<file path="src/rtl/boot_pkg.sv">
// Shared types and constants for the UART boot loader controller.
package boot_pkg;

   typedef enum logic [1:0] {
      ST_IDLE,
      ST_RECV,
      ST_ISSUE
   } state_e;

   localparam logic [7:0] CMD_WRITE = 8'h57;  // "W"
   localparam logic [7:0] CMD_GO    = 8'h47;  // "G"
   localparam logic [7:0] CMD_HALT  = 8'h48;  // "H"

   localparam int FRAME_BYTES = 8;
   localparam int CNT_W       = $clog2(FRAME_BYTES);

   // A loader write is only legal for word-aligned addresses below the limit.
   function automatic logic addr_ok(input logic [31:0] addr, input logic [31:0] limit);
      return (addr < limit) && (addr[1:0] == 2'b00);
   endfunction

endpackage

</file>
<file path="src/rtl/frame_assembler.sv">
// Collects the 8 frame bytes (addr LE, then data LE) and watches for inter-byte timeout.
module frame_assembler
   import boot_pkg::*;
#(
   parameter int TIMEOUT_CYCLES = 1_000_000
) (
   input  logic        clk_in,
   input  logic        rst_in,
   input  logic        active_in,
   input  logic        byte_valid_in,
   input  logic [7:0]  byte_in,
   output logic [31:0] addr_out,
   output logic [31:0] data_out,
   output logic        done_out,
   output logic        timeout_out
);

   localparam int TW = $clog2(TIMEOUT_CYCLES + 1);

   logic [63:0]      buf_q, buf_d;
   logic [CNT_W-1:0] cnt_q, cnt_d;
   logic [TW-1:0]    idle_q, idle_d;

   // Shift bytes in from the top so byte 0 ends up in the low lane after 8 bytes.
   // done/timeout are combinational so the FSM leaves RECV on the sampling edge.
   always_comb begin
      buf_d       = buf_q;
      cnt_d       = cnt_q;
      idle_d      = idle_q;
      done_out    = 1'b0;
      timeout_out = 1'b0;
      if (!active_in) begin
         cnt_d  = '0;
         idle_d = '0;
      end else if (byte_valid_in) begin
         buf_d  = {byte_in, buf_q[63:8]};
         idle_d = '0;
         if (cnt_q == CNT_W'(FRAME_BYTES - 1)) begin
            done_out = 1'b1;
            cnt_d    = '0;
         end else begin
            cnt_d = cnt_q + CNT_W'(1);
         end
      end else if (idle_q == TW'(TIMEOUT_CYCLES - 1)) begin
         timeout_out = 1'b1;
         cnt_d       = '0;
         idle_d      = '0;
      end else if (idle_q < TW'(TIMEOUT_CYCLES)) begin
         idle_d = idle_q + TW'(1);
      end
   end

   // Buffer, byte counter and idle counter registers.
   always_ff @(posedge clk_in or posedge rst_in) begin
      if (rst_in) begin
         buf_q  <= '0;
         cnt_q  <= '0;
         idle_q <= '0;
      end else begin
         buf_q  <= buf_d;
         cnt_q  <= cnt_d;
         idle_q <= idle_d;
      end
   end

   assign addr_out = buf_q[31:0];
   assign data_out = buf_q[63:32];

endmodule

</file>
<file path="src/rtl/boot_loader_ctrl.sv">
// UART boot loader: command decode, frame write issue, CPU run control and
// memory port arbitration with loader priority.
module boot_loader_ctrl
   import boot_pkg::*;
#(
   parameter logic [31:0] ADDR_LIMIT     = 32'h20000,
   parameter int          TIMEOUT_CYCLES = 1_000_000
) (
   input  logic        clk_in,
   input  logic        rst_in,
   input  logic [7:0]  rx_data_in,
   input  logic        rx_valid_in,
   input  logic        cpu_req_in,
   input  logic [31:0] cpu_addr_in,
   input  logic [31:0] cpu_data_in,
   input  logic [3:0]  cpu_we_in,
   output logic        cpu_stall_out,
   output logic        cpu_rst_out,
   output logic [31:0] mem_addr_out,
   output logic [31:0] mem_data_out,
   output logic [3:0]  mem_we_out,
   output logic        imem_we_out,
   output logic        frame_err_out,
   output logic [15:0] words_loaded_out
);

   state_e      state_q, state_d;
   logic        cpu_rst_q, cpu_rst_d;
   logic        frame_err_q, frame_err_d;
   logic [15:0] words_q, words_d;

   logic [31:0] asm_addr, asm_data;
   logic        asm_done, asm_timeout, frame_ok;

   frame_assembler #(
      .TIMEOUT_CYCLES (TIMEOUT_CYCLES)
   ) u_asm (
      .clk_in        (clk_in),
      .rst_in        (rst_in),
      .active_in     (state_q == ST_RECV),
      .byte_valid_in (rx_valid_in),
      .byte_in       (rx_data_in),
      .addr_out      (asm_addr),
      .data_out      (asm_data),
      .done_out      (asm_done),
      .timeout_out   (asm_timeout)
   );

   assign frame_ok = addr_ok(asm_addr, ADDR_LIMIT);

   // Next-state logic; ISSUE also decodes commands so a back-to-back "W" is not lost.
   always_comb begin
      state_d     = state_q;
      cpu_rst_d   = cpu_rst_q;
      frame_err_d = 1'b0;
      words_d     = words_q;
      case (state_q)
         ST_IDLE, ST_ISSUE: begin
            if (state_q == ST_ISSUE) begin
               state_d = ST_IDLE;
               if (frame_ok) begin
                  words_d = words_q + 16'd1;
               end else begin
                  frame_err_d = 1'b1;
               end
            end
            if (rx_valid_in) begin
               case (rx_data_in)
                  CMD_WRITE: state_d   = ST_RECV;
                  CMD_GO:    cpu_rst_d = 1'b0;
                  CMD_HALT:  cpu_rst_d = 1'b1;
                  default:   ;
               endcase
            end
         end
         ST_RECV: begin
            if (asm_done) begin
               state_d = ST_ISSUE;
            end else if (asm_timeout) begin
               state_d     = ST_IDLE;
               frame_err_d = 1'b1;
            end
         end
         default: state_d = ST_IDLE;
      endcase
   end

   // FSM state and registered outputs; reset halts the CPU.
   always_ff @(posedge clk_in or posedge rst_in) begin
      if (rst_in) begin
         state_q     <= ST_IDLE;
         cpu_rst_q   <= 1'b1;
         frame_err_q <= 1'b0;
         words_q     <= '0;
      end else begin
         state_q     <= state_d;
         cpu_rst_q   <= cpu_rst_d;
         frame_err_q <= frame_err_d;
         words_q     <= words_d;
      end
   end

   // Memory port mux: loader owns the port in ISSUE, otherwise the CPU passes through.
   always_comb begin
      cpu_stall_out = 1'b0;
      imem_we_out   = 1'b0;
      mem_addr_out  = cpu_addr_in;
      mem_data_out  = cpu_data_in;
      mem_we_out    = (cpu_req_in && (cpu_addr_in < ADDR_LIMIT)) ? cpu_we_in : 4'b0000;
      if (state_q == ST_ISSUE) begin
         cpu_stall_out = cpu_req_in;
         mem_addr_out  = asm_addr;
         mem_data_out  = asm_data;
         mem_we_out    = frame_ok ? 4'b1111 : 4'b0000;
         imem_we_out   = frame_ok;
      end
   end

   assign cpu_rst_out      = cpu_rst_q;
   assign frame_err_out    = frame_err_q;
   assign words_loaded_out = words_q;

endmodule

</file>
<file path="config.mk">
export PLATFORM = sky130hd
export DESIGN_NAME = boot_loader_ctrl
export DESIGN_NICKNAME = d
export VERILOG_FILES = /design/src/rtl/boot_pkg.sv /design/src/rtl/frame_assembler.sv /design/src/rtl/boot_loader_ctrl.sv
export SDC_FILE = /design/constraint.sdc
export NUM_CORES = 1
export LEC_CHECK = 0
export BUFFER_PORTS_ARGS = -buffer_cell sky130_fd_sc_hd__buf_2
export CORE_MARGIN = 1
export CORE_UTILIZATION = 55
export CTS_CLUSTER_SIZE = 28
export DETAILED_ROUTE_END_ITERATION = 8
export HOLD_SLACK_MARGIN = 0.05
export PLACE_DENSITY = 0.85
export SLEW_MARGIN = 20
export SYNTH_ARGS = -nofsm -noshare
export SYNTH_HDL_FRONTEND = slang
export SYNTH_SLANG_ARGS = --single-unit
</file>
<file path="constraint.sdc">
create_clock -name clk_in -period 9.9 [get_ports clk_in]
set_input_delay 1.98 -clock clk_in [delete_from_list [all_inputs] [get_ports clk_in]]
set_output_delay 1.98 -clock clk_in [all_outputs]
set_load 0.01 [all_outputs]
</file>
==> summary by stage, run 1 <==
Status
The run finished with clean final reports.

Die
The initialized floorplan defines 35 standard-cell rows. The starting utilization of the core area is 57.5%. The floorplan step defined a die boundary enclosing just over 0.01 mm². The height of the chip is 101 µm. The die is 101 µm wide. The region available for standard cell placement spans 0.00933 mm². 168 I/O pins were placed.

Placed design
The final weighted congestion in routability-driven placement is between 0.8 and 0.9. Summed over all nets, the half-perimeter wirelength after detailed placement is just over 9 mm. The quantity of I/O buffers inserted on ports is 167.

The instance area at placement is approximately 0.0063 mm².

Routing
In the routed layout, each cell is associated on average with a via count of 5.32. The initial detailed-routing violation count is 185. The post-detailed-route count of antenna-violating nets is 0. The sum of routed wire length over all layers is around 13 mm. The routed layout has 4562 vias. The number of detailed-routing iterations run before antenna repair is 4. In the final routed layout, each cell accounts on average for 15.0 µm. In the routed design, unresolved DRC markers number 0.

Worst setup path
STA classifies the critical path startpoint as an input port. Of all nets on the critical path, the largest fanout is 4. The kind of critical path is input port to output pin. The required time of the critical path is 7.92 ns. In this run the register-to-register setup slack is 7.56 ns. The end of the worst register-to-register path is words_loaded_out[12]$_DFFE_PP0P_. The critical path endpoint is mem_we_out[3]. The sort of element at the end of the critical path is an output pin. The arrival time of the worst setup path is 3.42 ns. The depth of the most critical reg-to-reg path is 6. The critical path startpoint is cpu_addr_in[18]. The startpoint identified for the worst register-to-register timing path is state_q[1]$_DFFE_PP0P_.

Clock tree
The H-tree was split into 3 levels. In this run the post-CTS setup repair buffer count came out at 0. In this run the deepest clock path goes through 2 buffers. The count of hold-fix buffers inserted at cts is 0. TritonCTS built the clock tree. In this run, post-CTS repair resized a total of 0 instances. Buffers inserted during clock tree synthesis total 9. In this run the clock root is driven by a clkbuf_8. The clock net in this run drives a total of 107 sinks. The clock network latency to the later pin of the worst-skew pair is 0.36 ns. Clock-pin slew was measured on the worst setup and hold paths at 0.10 ns.

Synth
The count of flip-flops with a built-in enable after synthesis is 0. Each instance of the synthesized netlist takes up on average around 9.4 µm². Synthesis instantiated 39 different standard cells from the library. Synthesis inferred 107 register bits. The fraction of registers with async set or reset after synthesis is 100%. Synthesis produced a netlist with a net count of 654. The total standard cell area after synthesis is 0.00537 mm². In the synthesized netlist, the number of instances is 570. The register area share after synthesis is between 40% and 50%. For this run, the number of Yosys warnings is 0. The most used flip-flop cell after synthesis is dfrtp_1.

Power
In this run the power density over the cells is 139 mW/mm². The leakage power total is 3.54 nW. The relative contribution of combinational cells to total power is 13.6%.

The net switching power figure is 0.237 mW. The share of total power in the clock network is 30.0%. The internal power of the cells totals between 0.6 and 0.7 mW. Net switching is 26.3% of the power. Sequential cells burn 56.4% of the power. The peak supply drop is 0.0000843 V.

Finish
The leading cell type in the layout, fill and taps excluded is nand2_1. The ratio of cells with drive above 1 in the final layout is 35.7%. The area added between synthesis and finish is 21.3%. In the layout the commonest cells are 205 x nand2_1, 167 x buf_2, 106 x dfrtp_1. 0 antenna diodes ended up in the layout. After routing the design area is 0.00651 mm².

The final-stage net count is 808.

Global route
The initial antenna violation count was 0. The aggregate global-route resource usage is 26.4%. The leftover overflow at the end of global routing is 0.

The via count of the first global-routing pass was 4397. The largest net degree at the start of global routing is 70. The first global-routing pass estimated 20.8 mm of wire.

STA
Across all hold checks on the routed design, the worst slack comes to 0.514 ns. At the pin with the least slew margin, the transition time is 0.852 ns. The total count of max-transition violations in the final report is 0. The post-route fraction of the period consumed by the critical path is 54.5%. The shortest period the worst path allows is roughly 5.4 ns. In the final timing run, aggregate negative setup slack is 0 ns.

Setup repair after global routing left no endpoint under its margin. The hold violation total from the final report is 0. The worst pin sits at a relative slew slack of 43.2%. Derived from the worst setup path, the maximum achievable clock frequency is 0.185 GHz. Between clock sinks in the finished design, the worst skew comes to 0.0127 ns. Setup violations remaining at the end of the flow were counted as 0.

Job
The tool flagged a number of max-cap violations equal to 0.

Worst hold path
The worst min-delay path class is flip-flop to flip-flop.
## how the worst min path moves through the flow
stage | start | end | slack, ns | cells past startpoint
global route | words_loaded_out[15]$_DFFE_PP0P_ | words_loaded_out[15]$_DFFE_PP0P_ | 0.53 | 1
CTS | words_loaded_out[13]$_DFFE_PP0P_ | words_loaded_out[13]$_DFFE_PP0P_ | 0.52 | 1
floorplan | u_asm.idle_q[19]$_DFFE_PP0P_ | u_asm.idle_q[19]$_DFFE_PP0P_ | 0.46 | 2
detailed placement | u_asm.buf_q[7]$_DFFE_PP0P_ | u_asm.buf_q[7]$_DFFE_PP0P_ | 0.50 | 1
global placement | words_loaded_out[15]$_DFFE_PP0P_ | words_loaded_out[15]$_DFFE_PP0P_ | 0.45 | 1
finish | words_loaded_out[15]$_DFFE_PP0P_ | words_loaded_out[15]$_DFFE_PP0P_ | 0.51 | 1
## Yosys cell counts (all sizes together) (8+ instances only)
| master | instances | area share, % |
|---|---|---|
| nand2 | 206 | 14 |
| dfrtp | 106 | 49 |
| mux2 | 65 | 14 |
| nor2 | 34 | 2.4 |
| xnor2 | 26 | 4.2 |
| clkbuf | 14 | 0.98 |
| buf | 13 | 1.1 |
| nor3 | 13 | 1.4 |
| nand4 | 12 | 1.4 |
| inv | 11 | 0.77 |
| nand3 | 9 | 0.84 |
| nor4 | 8 | 0.93 |
## metrics by stage
stage / power [mW] / utilization, % / worst slack [ns] / cells
CTS: 0.908 / 69.6 / 4.48 / 858
detailed placement: 0.641 / 67.4 / 4.49 / 842
global placement: 0.634 / 67.4 / 4.52 / 842
floorplan: 0.586 / - / 4.95 / 570
finish: 0.903 / 69.8 / 4.50 / 858
global route: 0.946 / 69.8 / 4.32 / 858
## metal layers
layer | track usage (%) | routed length (µm)
met1 | 33.5 | 5560
met2 | 46.2 | 6450
met3 | 3.33 | 638
met4 | 10.5 | 259
met5 | 0 | 0
## flip-flops by register name, summed over array words and instances (netlist names)
signal            count
u_asm.buf_q          64
u_asm.idle_q         20
words_loaded_out     16
u_asm.cnt_q           3
state_q               2
cpu_rst_out           1
frame_err_out         1
## power by group through the flow
stage / clock, mW / combinational (mW) / sequential [mW]
finish: 0.271 / 0.123 / 0.509
global placement: 0 / 0.118 / 0.516
detailed placement: 0 / 0.123 / 0.518
floorplan: 0 / 0.0819 / 0.504
CTS: 0.275 / 0.124 / 0.509
global route: 0.295 / 0.136 / 0.515
## cell families after synthesis
logic type,count (synthesis),synth area share (%)
simple gates,307,25.0
fa+ha+maj,4,0.933
buf+inv,38,2.82
flops,107,49.9
xor+xnor,33,5.39
mux,66,13.8
compound gates,15,2.10
## final cells by class
class | count | area, µm²
Inverter | 11 | 43.8
Clock buffer | 11 | 141
Fill cell | 731 | 2820
Timing Repair Buffer | 170 | 858
Tap cell | 129 | 161
Clock inverter | 5 | 60.1
Sequential cell | 107 | 2680
Multi-Input combinational cell | 425 | 2570
## critical path, cell delays in order
cell	delay [ns]
buf_2	0.11
nor4b_1	0.48
nand3_1	0.16
nor3_1	0.38
a21o_1	0.18
buf_2	0.12
(Power assumes the default switching activity.)
==> run 2, diff against run 1 <==
--- a/config.mk
+++ b/config.mk
@@ -5,13 +5,14 @@
 export SDC_FILE = /design/constraint.sdc
 export NUM_CORES = 1
 export LEC_CHECK = 0
+export ABC_AREA = 1
 export BUFFER_PORTS_ARGS = -buffer_cell sky130_fd_sc_hd__buf_2
 export CORE_MARGIN = 1
-export CORE_UTILIZATION = 55
+export CORE_UTILIZATION = 53
 export CTS_CLUSTER_SIZE = 28
 export DETAILED_ROUTE_END_ITERATION = 8
 export HOLD_SLACK_MARGIN = 0.05
-export PLACE_DENSITY = 0.85
+export PLACE_DENSITY = 0.81
 export SLEW_MARGIN = 20
 export SYNTH_ARGS = -nofsm -noshare
 export SYNTH_HDL_FRONTEND = slang
==> constraint.sdc (replaced) <==
create_clock -name clk_in -period 5.1 [get_ports clk_in]
set_input_delay 1.02 -clock clk_in [delete_from_list [all_inputs] [get_ports clk_in]]
set_output_delay 1.02 -clock clk_in [all_outputs]
set_load 0.01 [all_outputs]
==> summary by stage, run 2 <==
Status
The flow ran to the end, and the final reports show no timing, DRC or antenna violations.

STA
The final worst clock skew is 0.00729 ns (-0.00541 ns). The hold violation total from the final report is 0 (unchanged). The final-report setup violation count is 0 (unchanged). The sum of negative setup slack is 0 ns (unchanged). Of the available clock period, the critical path in the final layout requires 67.2%. The worst path setup slack after routing is 1.67 ns (-2.83 ns).

Static timing analysis puts the maximum clock frequency at 0.292 GHz. Setup repair after global routing left no endpoint under its margin. The transition time of the tightest slew-check pin is 0.928 ns (+0.0767 ns). The worst max-slew margin expressed relative to the limit is 38.1% (-5.1 points). The smallest clock period supported by the final layout is computed as 3.43 ns.

The total count of max-transition violations in the final report came to 0 (unchanged).

Routing
The initial detailed-routing violation count was 378 (+100%). The sum of routed wire length over all layers is 14.8 mm (+15%). The number of detailed-routing iterations run before antenna repair is 5 (+1). The count of unresolved DRC violations after routing is 0 (unchanged). The wire length per cell after detailed routing came to 13.0 µm (-14%).

The post-detailed-route count of antenna-violating nets was 0 (unchanged). The via count is 5744 (+26%). The post-detailed-route via-to-cell ratio was 5.04 (-5.2%).

Global route
The initial antenna violation count is 0 (unchanged). The aggregate global-route resource usage is 26.1% (-0.36 points). The largest net degree at the start of global routing came to 78 (+11%). The via count of the first global-routing pass was 5123 (+17%). The wire length of the first global-routing pass is 24.0 mm (+15%). The leftover overflow at the end of global routing is 0 (unchanged).

Die
The horizontal die dimension is 109 µm (+7.8%). The standard-cell row count is 38 (+8.6%). The number of primary I/O pins came to 168 (unchanged). The core outline area is 0.0109 mm² (+17%). The die footprint is 0.0118 mm² (+16%). The height of the chip is 109 µm (+7.8%). The starting utilization of the core area is 55.1% (-2.4 points).

Synth
The commonest cells after synthesis are 256 x nand2_1, 127 x inv_1, 125 x o21ai_0. The count of flip-flops with a built-in enable after synthesis is 0 (unchanged). The number of synthesized register bits is 107 (unchanged). The number of unique standard cell types used by synthesis is 36 (-7.7%). Among all flip-flop cells after synthesis, the most frequent one is dfrtp_1. The post-synthesis cell count is 844 (+48%).

The number of warnings reported in the yosys synthesis log is 0 (unchanged). The register area share after synthesis is 44.5% (-5.5 points). The fraction of registers with async set or reset after synthesis is 100% (unchanged).

Yosys attributes the largest share of cell area to dfrtp_1 44%, nand2_1 16%, o21ai_0 10%. The average footprint of a synthesized cell came to 7.14 µm² (-24%). The dominant cell by count in the synthesized netlist is nand2_1. The total standard cell area after synthesis is 0.00602 mm² (+12%). The fraction of synthesized cell area taken by the top area cell type is 44.0% (-5.4 points). Summed over all instances, the cell type with the most area after synthesis is dfrtp_1. The synthesized netlist net count came to 928 (+42%).

Clock tree
The clock network latency to the later pin of the worst-skew pair was 0.34 ns (-0.02 ns). The count of hold-fix buffers inserted at cts is 0 (unchanged). The number of buffers inserted to repair setup after CTS is 0 (unchanged). The number of clock sinks seen by CTS is 107 (unchanged). The deepest clock path buffer count came to 2 (unchanged). The quantity of gates resized following cts is 0 (unchanged). The clock transition at the register clock pins on the worst setup and hold paths after CTS is 0.07 ns (-0.03 ns). The number of buffers created by CTS was 9 (unchanged). TritonCTS built the clock tree.

The clock tree root buffer cell is clkbuf_16. The maximum level of the CTS H-tree is 3 (unchanged).

Worst setup path
The largest fanout on the critical path came to 66 (+62). STA classifies the critical path endpoint as an output pin. The required time of the critical path is 4.08 ns (-3.84 ns). The launching element type of the critical path is a flip-flop.

The kind of critical path is flip-flop to output pin. The arrival time of the worst setup path came to 2.41 ns (-1.01 ns).

Placed design
The final weighted congestion in routability-driven placement was 0.884 (+3.4%). The pre-CTS worst setup slack came to 2.08 ns (-2.41 ns). The cell count after placement is 1123 (+33%). The quantity of I/O buffers inserted on ports came to 167 (unchanged). The estimated wirelength of the detail-placed design is 10.8 mm (+16%).

Finish
The leading cell type in the layout, fill and taps excluded is nand2_1. The ratio of cells with drive above 1 in the final layout came to 21.3% (-14 points). The largest register by flop count is u_asm.buf_q. Leaving out fill and tap cells, the most frequent cells in the layout are 256 x nand2_1, 167 x buf_2, 125 x o21ai_0, 125 x inv_1, 106 x dfrtp_1. The number of antenna cells inserted is 0 (unchanged). The final-stage net count is 1078 (+33%). Compared with the post-synthesis result, the final layout area differs by 19.1%. The number of flip-flops in the largest register came to 64 (unchanged). The final non-filler cell total is 1139 (+33%).

Power
The power density of the placed cells is 339 mW/mm² (+140%). The peak supply drop came to 0.000231 V (+170%). The leakage power total is 3.73 nW (+5.1%).

Worst hold path
The worst hold path belongs to the class flip-flop to flip-flop.

Job
The number of violations of the max-capacitance limit came to 0 (unchanged).
==> run 2: cell count changes in the layout (fill, tap and decap cells not counted), sizes merged, moves of 5 or more <==
cell | before | now
nor4 | 8 | 3
mux2 | 65 | 0
xnor2 | 26 | 3
nand4 | 12 | 24
nor2 | 34 | 74
nor3 | 13 | 6
nand2 | 206 | 261
o21ai | 3 | 139
a21oi | 0 | 5
nand3 | 9 | 36
inv | 13 | 134
==> run 2: worst paths after layout <==
kind / startpoint / endpoint / slack [ns] / depth (start not counted)
setup / recovery: state_q[1]$_DFFE_PP0P_ / mem_data_out[7] / 1.67 / 8
hold / removal: u_asm.buf_q[47]$_DFFE_PP0P_ / u_asm.buf_q[39]$_DFFE_PP0P_ / 0.48 / 2
setup reg to reg: state_q[1]$_DFFE_PP0P_ / u_asm.buf_q[9]$_DFFE_PP0P_ / 3.01 / 6
hold reg to reg: u_asm.buf_q[47]$_DFFE_PP0P_ / u_asm.buf_q[39]$_DFFE_PP0P_ / 0.48 / 2
max in group asynchronous: rst_in / u_asm.idle_q[12]$_DFFE_PP0P_ / 3.26 / 3
min in group asynchronous: rst_in / words_loaded_out[8]$_DFFE_PP0P_ / 0.90 / 2
==> run 2: area by class of cell <==
type                            instances  area [µm²]
Fill cell                             994        3760
Multi-Input combinational cell        571        2640
Tap cell                              140         175
Sequential cell                       107        2680
Timing Repair Buffer                  172         873
Inverter                              133         504
Clock inverter                          7        76.3
Clock buffer                            9         225
==> run 2: cells by family after synthesis <==
group / after synthesis / synth area share, %
compound gates: 151 / 13.0
xor+xnor: 8 / 1.16
fa+ha+maj: 4 / 0.831
buf+inv: 166 / 11.7
flops: 107 / 44.5
simple gates: 408 / 28.8
==> run 2: worst max-delay path, stage by stage (launching register included) <==
cell     delay, ns
dfrtp_1       0.37
inv_1         0.09
nor2_2        0.04
buf_4         0.23
inv_2         0.43
buf_4         0.53
nand2_1       0.10
o21ai_0       0.10
buf_2         0.16
==> run 2: routing by layer <==
| layer | wire length (µm) | up-vias | GRT usage, % |
|---|---|---|---|
| li1 | - | 2957 | - |
| met1 | 6860 | 2608 | 35.7 |
| met2 | 7030 | 165 | 44.1 |
| met3 | 749 | 14 | 3.86 |
| met4 | 125 | 0 | 5.21 |
| met5 | 0 | - | 0 |
==> run 2: stage by stage <==
stage	area, µm²	utilization [%]	hold WS (ns)	power (mW)
3_5_place_dp	6870	62.8	0.466	1.74
3_3_place_gp	6870	62.8	0.457	1.71
6_report	7170	65.6	0.478	2.43
5_1_grt	7170	65.6	0.509	2.59
4_1_cts	7170	65.6	0.482	2.44
2_1_floorplan	6020	-	0.446	1.54
==> run 2: power by group <==
group / leakage (nW) / internal, mW / switching, mW
Combinational: 2.15 / 0.175 / 0.337
Clock: 0.147 / 0.384 / 0.319
Sequential: 1.43 / 1.08 / 0.135
Total: 3.73 / 1.64 / 0.791
